<file path="src/rtl/sprite_rom_arbiter.sv">
// sprite_rom_arbiter: shares one synchronous sprite ROM among NUM_REQ draw
// engines. Round-robin grant (one read per clock), registered ROM address,
// and a tagged fixed-latency return path back to the owning engine.
// Optional build macro SPRITE_ARB_FIXED_PRI_EN: requester 0 (player tank)
// always wins when requesting and does not move the round-robin pointer.
module sprite_rom_arbiter #(
  parameter int NUM_REQ = 4,
  parameter int ADDR_W  = 10,
  parameter int DATA_W  = 8,
  parameter int ROM_LAT = 1
) (
  input  logic                      vga_clk,
  input  logic                      reset_n,
  input  logic                      en,
  input  logic [NUM_REQ-1:0]        req,
  input  logic [NUM_REQ*ADDR_W-1:0] addr,
  output logic [NUM_REQ-1:0]        gnt,
  output logic [ADDR_W-1:0]         rom_address,
  input  logic [DATA_W-1:0]         rom_q,
  output logic [NUM_REQ-1:0]        rd_valid,
  output logic [DATA_W-1:0]         rd_data,
  output logic                      busy
);

  localparam int PTR_W = (NUM_REQ > 1) ? $clog2(NUM_REQ) : 1;
  localparam int DEPTH = 1 + ROM_LAT;

  logic [PTR_W-1:0]   r_ptr;
  logic [ADDR_W-1:0]  r_rom_address;
  logic [DEPTH-1:0]   r_tag_vld;
  logic [NUM_REQ-1:0] r_tag_id [DEPTH];
  logic [NUM_REQ-1:0] r_rd_valid;
  logic [DATA_W-1:0]  r_rd_data;

  logic [NUM_REQ-1:0] w_rr_req;
  logic               w_found;
  logic [PTR_W-1:0]   w_win;
  logic [NUM_REQ-1:0] w_gnt;
  logic               w_grant;
  logic               w_move_ptr;
  logic [PTR_W-1:0]   w_ptr_nxt;

  // Requesters taking part in the rotating search (requester 0 is pulled
  // out of the rotation when it has fixed priority).
  always_comb begin
    w_rr_req = req;
`ifdef SPRITE_ARB_FIXED_PRI_EN
    w_rr_req[0] = 1'b0;
`endif
  end

  // Winner select: first requester at or after the pointer, wrapping.
  always_comb begin
    w_found = 1'b0;
    w_win   = '0;
    for (int k = 0; k < NUM_REQ; k++) begin
      if (!w_found && w_rr_req[(int'(r_ptr) + k) % NUM_REQ]) begin
        w_found = 1'b1;
        w_win   = PTR_W'((int'(r_ptr) + k) % NUM_REQ);
      end
    end
`ifdef SPRITE_ARB_FIXED_PRI_EN
    if (req[0]) begin
      w_found = 1'b1;
      w_win   = '0;
    end
`endif
  end

  // One-hot grant; forced low while reset is held so nothing is granted.
  always_comb begin
    w_gnt = '0;
    if (reset_n && en && w_found) begin
      w_gnt[w_win] = 1'b1;
    end
  end

  assign gnt     = w_gnt;
  assign w_grant = |w_gnt;

  // Pointer advance decision and next value (winner + 1, wrapping).
  always_comb begin
`ifdef SPRITE_ARB_FIXED_PRI_EN
    w_move_ptr = w_grant && !req[0];
`else
    w_move_ptr = w_grant;
`endif
    w_ptr_nxt = (w_win == PTR_W'(NUM_REQ - 1)) ? '0 : w_win + 1'b1;
  end

  // Round-robin pointer register; frozen in cycles without a grant.
  always_ff @(posedge vga_clk or negedge reset_n) begin
    if (!reset_n) begin
      r_ptr <= '0;
    end else if (w_move_ptr) begin
      r_ptr <= w_ptr_nxt;
    end
  end

  // Issue the winner's address to the ROM; hold it otherwise.
  always_ff @(posedge vga_clk or negedge reset_n) begin
    if (!reset_n) begin
      r_rom_address <= '0;
    end else if (w_grant) begin
      r_rom_address <= addr[int'(w_win)*ADDR_W +: ADDR_W];
    end
  end

  // Tag pipeline: carries the owner of each read alongside the ROM latency.
  always_ff @(posedge vga_clk or negedge reset_n) begin
    if (!reset_n) begin
      r_tag_vld <= '0;
      for (int s = 0; s < DEPTH; s++) begin
        r_tag_id[s] <= '0;
      end
    end else begin
      r_tag_vld   <= {r_tag_vld[DEPTH-2:0], w_grant};
      r_tag_id[0] <= w_gnt;
      for (int s = 1; s < DEPTH; s++) begin
        r_tag_id[s] <= r_tag_id[s-1];
      end
    end
  end

  // Return stage: capture ROM data for the tagged owner; data holds when idle.
  always_ff @(posedge vga_clk or negedge reset_n) begin
    if (!reset_n) begin
      r_rd_valid <= '0;
      r_rd_data  <= '0;
    end else if (r_tag_vld[DEPTH-1]) begin
      r_rd_valid <= r_tag_id[DEPTH-1];
      r_rd_data  <= rom_q;
    end else begin
      r_rd_valid <= '0;
    end
  end

  assign rom_address = r_rom_address;
  assign rd_valid    = r_rd_valid;
  assign rd_data     = r_rd_data;
  assign busy        = (|r_tag_vld) || (|r_rd_valid);

`ifndef SYNTHESIS
  // A grant must never name more than one requester.
  a_gnt_onehot: assert property (@(posedge vga_clk) disable iff (!reset_n) $onehot0(gnt));
`endif

endmodule

</file>
<file path="config.mk">
export PLATFORM = sky130hd
export DESIGN_NAME = sprite_rom_arbiter
export DESIGN_NICKNAME = d
export VERILOG_FILES = /design/src/rtl/sprite_rom_arbiter.sv
export SDC_FILE = /design/constraint.sdc
export NUM_CORES = 1
export LEC_CHECK = 0
export ABC_CLOCK_PERIOD_IN_PS = 3570
export CAP_MARGIN = 20
export CORE_ASPECT_RATIO = 0.6
export CORE_UTILIZATION = 26
export DETAILED_ROUTE_END_ITERATION = 10
export GPL_TIMING_DRIVEN = 1
export SLEW_MARGIN = 30
export SYNTH_ARGS = -nofsm -noshare
export SYNTH_HDL_FRONTEND = slang
export SYNTH_SLANG_ARGS = --single-unit
export TNS_END_PERCENT = 30
</file>
<file path="constraint.sdc">
create_clock -name vga_clk -period 3.57 [get_ports vga_clk]
set_input_delay 1.071 -clock vga_clk [delete_from_list [all_inputs] [get_ports vga_clk]]
set_output_delay 1.071 -clock vga_clk [all_outputs]
set_load 0.01 [all_outputs]
</file>
==> summary by stage <==
Run status
The run finished with clean final reports.

Yosys
The simple-gate share of the synthesized area is about a tenth. Summing the areas of all xor and xnor instances in the mapped netlist gives 0% of the synthesized area. The post-synthesis net count is 192.

Measured against the total synthesized area, the mux share comes to about a quarter. After synthesis the cells add up to between 1500 and 2000 µm². The main flop type after synthesis is sky130_fd_sc_hd__dfrtp_1.

Sequential elements use roughly 53% of the synthesized area. In this run, synthesis produced a sequential element count of 34. Summing the areas of all fa, ha and maj instances in the mapped netlist gives less than 1% of the synthesized area. The instance count of the mapped netlist is about 140.

The compound-gate portion of the synthesized area is between 6 and 7%. The dominant combinational cell family by area after synthesis is multiplexers. During synthesis, Yosys emitted a total of 0 warnings. The number of enable-type register cells in the synthesized netlist is 0.

In this run, distinct cell masters in the synthesized netlist total 22. In the synthesized netlist the async set-or-reset flop fraction comes to 100%. The average instance in the mapped netlist occupies 11.8 µm².

Setup path
The kind of start point of the critical path is an input port. Setup slack on the worst reg-to-reg path comes out at about 980 ps. The worst reg2reg path endpoint is rom_address[8]$_DFFE_PN0P_. The data required time of the critical path is around 2500 ps.

In this run the critical register-to-register path is launched from r_ptr[0]$_DFFE_PN0P_. For the worst flop-to-flop path, the logic depth is 15. In this run the worst path has a maximum fanout of 4.

The critical path in this run is classified as in -> out. The critical path capture point type is an output port. The data arrival at the endpoint of the critical path is 2480 ps.

Cells and area
Leaving out fill and tap cells, the most frequent cells in the layout are sky130_fd_sc_hd__clkdlybuf4s50_1, sky130_fd_sc_hd__dfrtp_1, sky130_fd_sc_hd__buf_4. The post-route core utilization is between 40% and 50%. The number of antenna diodes in the final layout is 0.

The layout cell share with drive strength beyond 1 is a little over a quarter. In the final design database the tool counted 301 nets. The finished layout holds approximately 330 standard cells, fillers aside. In the final layout, the multi-input gates occupy 716 µm². The storage element area is approximately 850 µm².

The layout overhead on the synthesized area is 73.3%. The library cell used most frequently in the layout, excluding fill and tap cells, is sky130_fd_sc_hd__clkdlybuf4s50_1. The filler cell count is around 540.

Min path
The path type of the worst min-delay path is reg -> reg. The count of cells along the worst hold path is 0. The startpoint identified for the worst hold timing path is r_tag_id[4]$_DFF_PN0_. The destination of the worst hold path is r_tag_id[0]$_DFF_PN0_.

Timing
Setup total negative slack on the finished layout was measured at 0 ps. The final hold slack is 342 ps. The tightest slew margin relative to the limit is a little over two thirds.

Timing would allow up to 281 MHz. For the pin with the worst max-slew slack, the measured transition is about 440 ps. Setup repair after global routing could not meet its margin everywhere. The max-slew violation count is 0. The post-route minimum period is 3560 ps.

The final critical path takes up ~100% of the cycle. The clock arrives with 6.80 ps of skew. Once routing completed, OpenROAD measured the worst setup slack at 14.8 ps. The number of hold violations in the final report is 0.

Setup violations remaining at the end of the flow were counted as 0.

Route
For this run, the detailed router's first-pass iteration total came to 4. Dividing the detail-routed wire length by the instance count gives around 12 µm. After detailed routing, the number of remaining DRC violations is 0. The detailed router's first-iteration violation count is 28. The number of nets with antenna violations after routing is 0. The final wirelength is 3890 µm. The routed via count divided by cell count is between 4 and 5. Detailed routing inserted a total of 1335 vias.

GRT
The number of antenna violations at the first check in global routing is 0. Entering global routing, the biggest net connects 35 pins. The wire length of the first global-routing pass is roughly 6400 µm. The residual overflow from global routing is 0. The via count of the first global-routing pass is about 1400.

In the global route stage, overall resource usage came out at 13.0%.

Clock network
The number of clock buffers added by TritonCTS is 5. The clock transition at the registers of the reported paths is 70 ps. The clock network latency to the later pin of the worst-skew pair is between 200 and 300 ps.

The root cell of the clock tree is sky130_fd_sc_hd__clkbuf_8. The total number of H-tree levels is 2. TritonCTS built the clock tree.

The count of hold-fix buffers inserted at cts is 0. The number of sinks driven by the clock tree is 34. The number of buffers between clock root and the deepest sink is 2.

Flow run
The number of max-cap violations is 0.

Die
The area of the core is approximately 5800 µm². The floorplan step set the die height to 62.7 µm. 82 I/O pins were placed. The die footprint is ~6500 µm². The standard-cell row count is 21. The initial utilization of the core area, before any placement, comes to 27.8%. The floorplan step set the die width to between 100 and 150 µm.

Place
Routability-driven placement finished with a final weighted congestion of between 0.7 and 0.8. The cell count after placement is between 300 and 400. During placement, the flow inserted port buffers numbering between 80 and 90. Detailed placement finished with a half-perimeter wire length of 2990 µm.

OpenSTA, run right after detailed placement, puts the worst setup slack at -536 ps.

Power and ir drop
The largest voltage drop on the vdd net is approximately 270 µV. In this run the static leakage power is 1.27 nW. The power per cell area is 628 nW/µm².
[layout make-up]
class,instances,area share [%]
timing repair buffer,108,35.8
sequential,34,30.7
multi-input combinational,92,25.8
tap,80,3.61
clock buffer,6,2.98
inverter,4,0.632
clock inverter,2,0.451
[metal layers]
layer | vias up | global-route usage, % | wire length [µm]
li1 | 683 | - | -
met1 | 596 | 16.8 | 1980
met2 | 54 | 19.7 | 1520
met3 | 2 | 6.49 | 379
met4 | 0 | 2.11 | 4
met5 | - | 0 | 0
[worst max-delay path, cell delays in order]
cell and delay, ps:
sky130_fd_sc_hd__dlygate4sd2_1 240, sky130_fd_sc_hd__nor2b_2 160, sky130_fd_sc_hd__a211o_1 270, sky130_fd_sc_hd__o21ai_2 100
sky130_fd_sc_hd__inv_4 60, sky130_fd_sc_hd__buf_4 130, sky130_fd_sc_hd__ha_1 180, sky130_fd_sc_hd__and2_4 140
sky130_fd_sc_hd__buf_2 130
[through the flow]
stage / cell area [µm²] / power [mW]
floorplan: 1600 / 0.997
global placement: 2610 / 1.39
detailed placement: 2610 / 1.40
CTS: 2770 / 1.76
global route: 2770 / 1.87
finish: 2770 / 1.74
[flip-flops by register name (all words and copies together), names as in the netlist]
name	flops
rom_address	10
rd_valid	4
r_tag_vld	2
r_tag_id	8
rd_data	8
r_ptr	2
[cells by family after synthesis]
family / count (synthesis)
AO/OA/AOI/OAI: 18
adder cells (fa/ha/maj): 1
buffers and inverters: 10
flip-flops: 34
multiplexers: 39
AND/OR/NAND/NOR: 34
[Yosys cell counts, types with 2 or more instances]
master | instances | share of area (%)
sky130_fd_sc_hd__mux2i_1 | 20 | 13
sky130_fd_sc_hd__nor2_1 | 7 | 1.6
sky130_fd_sc_hd__a21oi_1 | 2 | 0.63
sky130_fd_sc_hd__nor4_1 | 2 | 0.78
sky130_fd_sc_hd__buf_2 | 3 | 0.94
sky130_fd_sc_hd__buf_6 | 2 | 1.4
sky130_fd_sc_hd__nand2_1 | 17 | 4.0
sky130_fd_sc_hd__mux2_2 | 19 | 13
sky130_fd_sc_hd__inv_1 | 3 | 0.70
sky130_fd_sc_hd__and2_1 | 5 | 2.0
sky130_fd_sc_hd__nor2b_1 | 2 | 0.78
sky130_fd_sc_hd__dfrtp_1 | 34 | 53
sky130_fd_sc_hd__o21ai_1 | 11 | 3.4
[worst max path at each step]
stage / startpoint / end / slack (ps) / cells past startpoint
global placement: req[2] / gnt[1] / -550 / 7
floorplan: req[2] / gnt[1] / 230 / 6
CTS: req[2] / gnt[3] / 7 / 9
finish: req[2] / gnt[3] / 10 / 9
global route: req[2] / gnt[3] / -40 / 9
detailed placement: req[2] / gnt[1] / -540 / 7
[timing repair]
action                                 in CTS  in global routing
pin swaps                                   2                  0
gates resized for setup                    16                  5
cloned                                      0                  0
endpoints found under the hold margin       0                  0
buffers inserted                            9                  0
setup endpoints to repair                   4                  4
[power by group]
part           internal, mW  switching [mW]
clock                 0.155           0.136
sequential            0.506          0.0736
combinational         0.531           0.339
No activity file was read; power rests on OpenSTA's default activity.
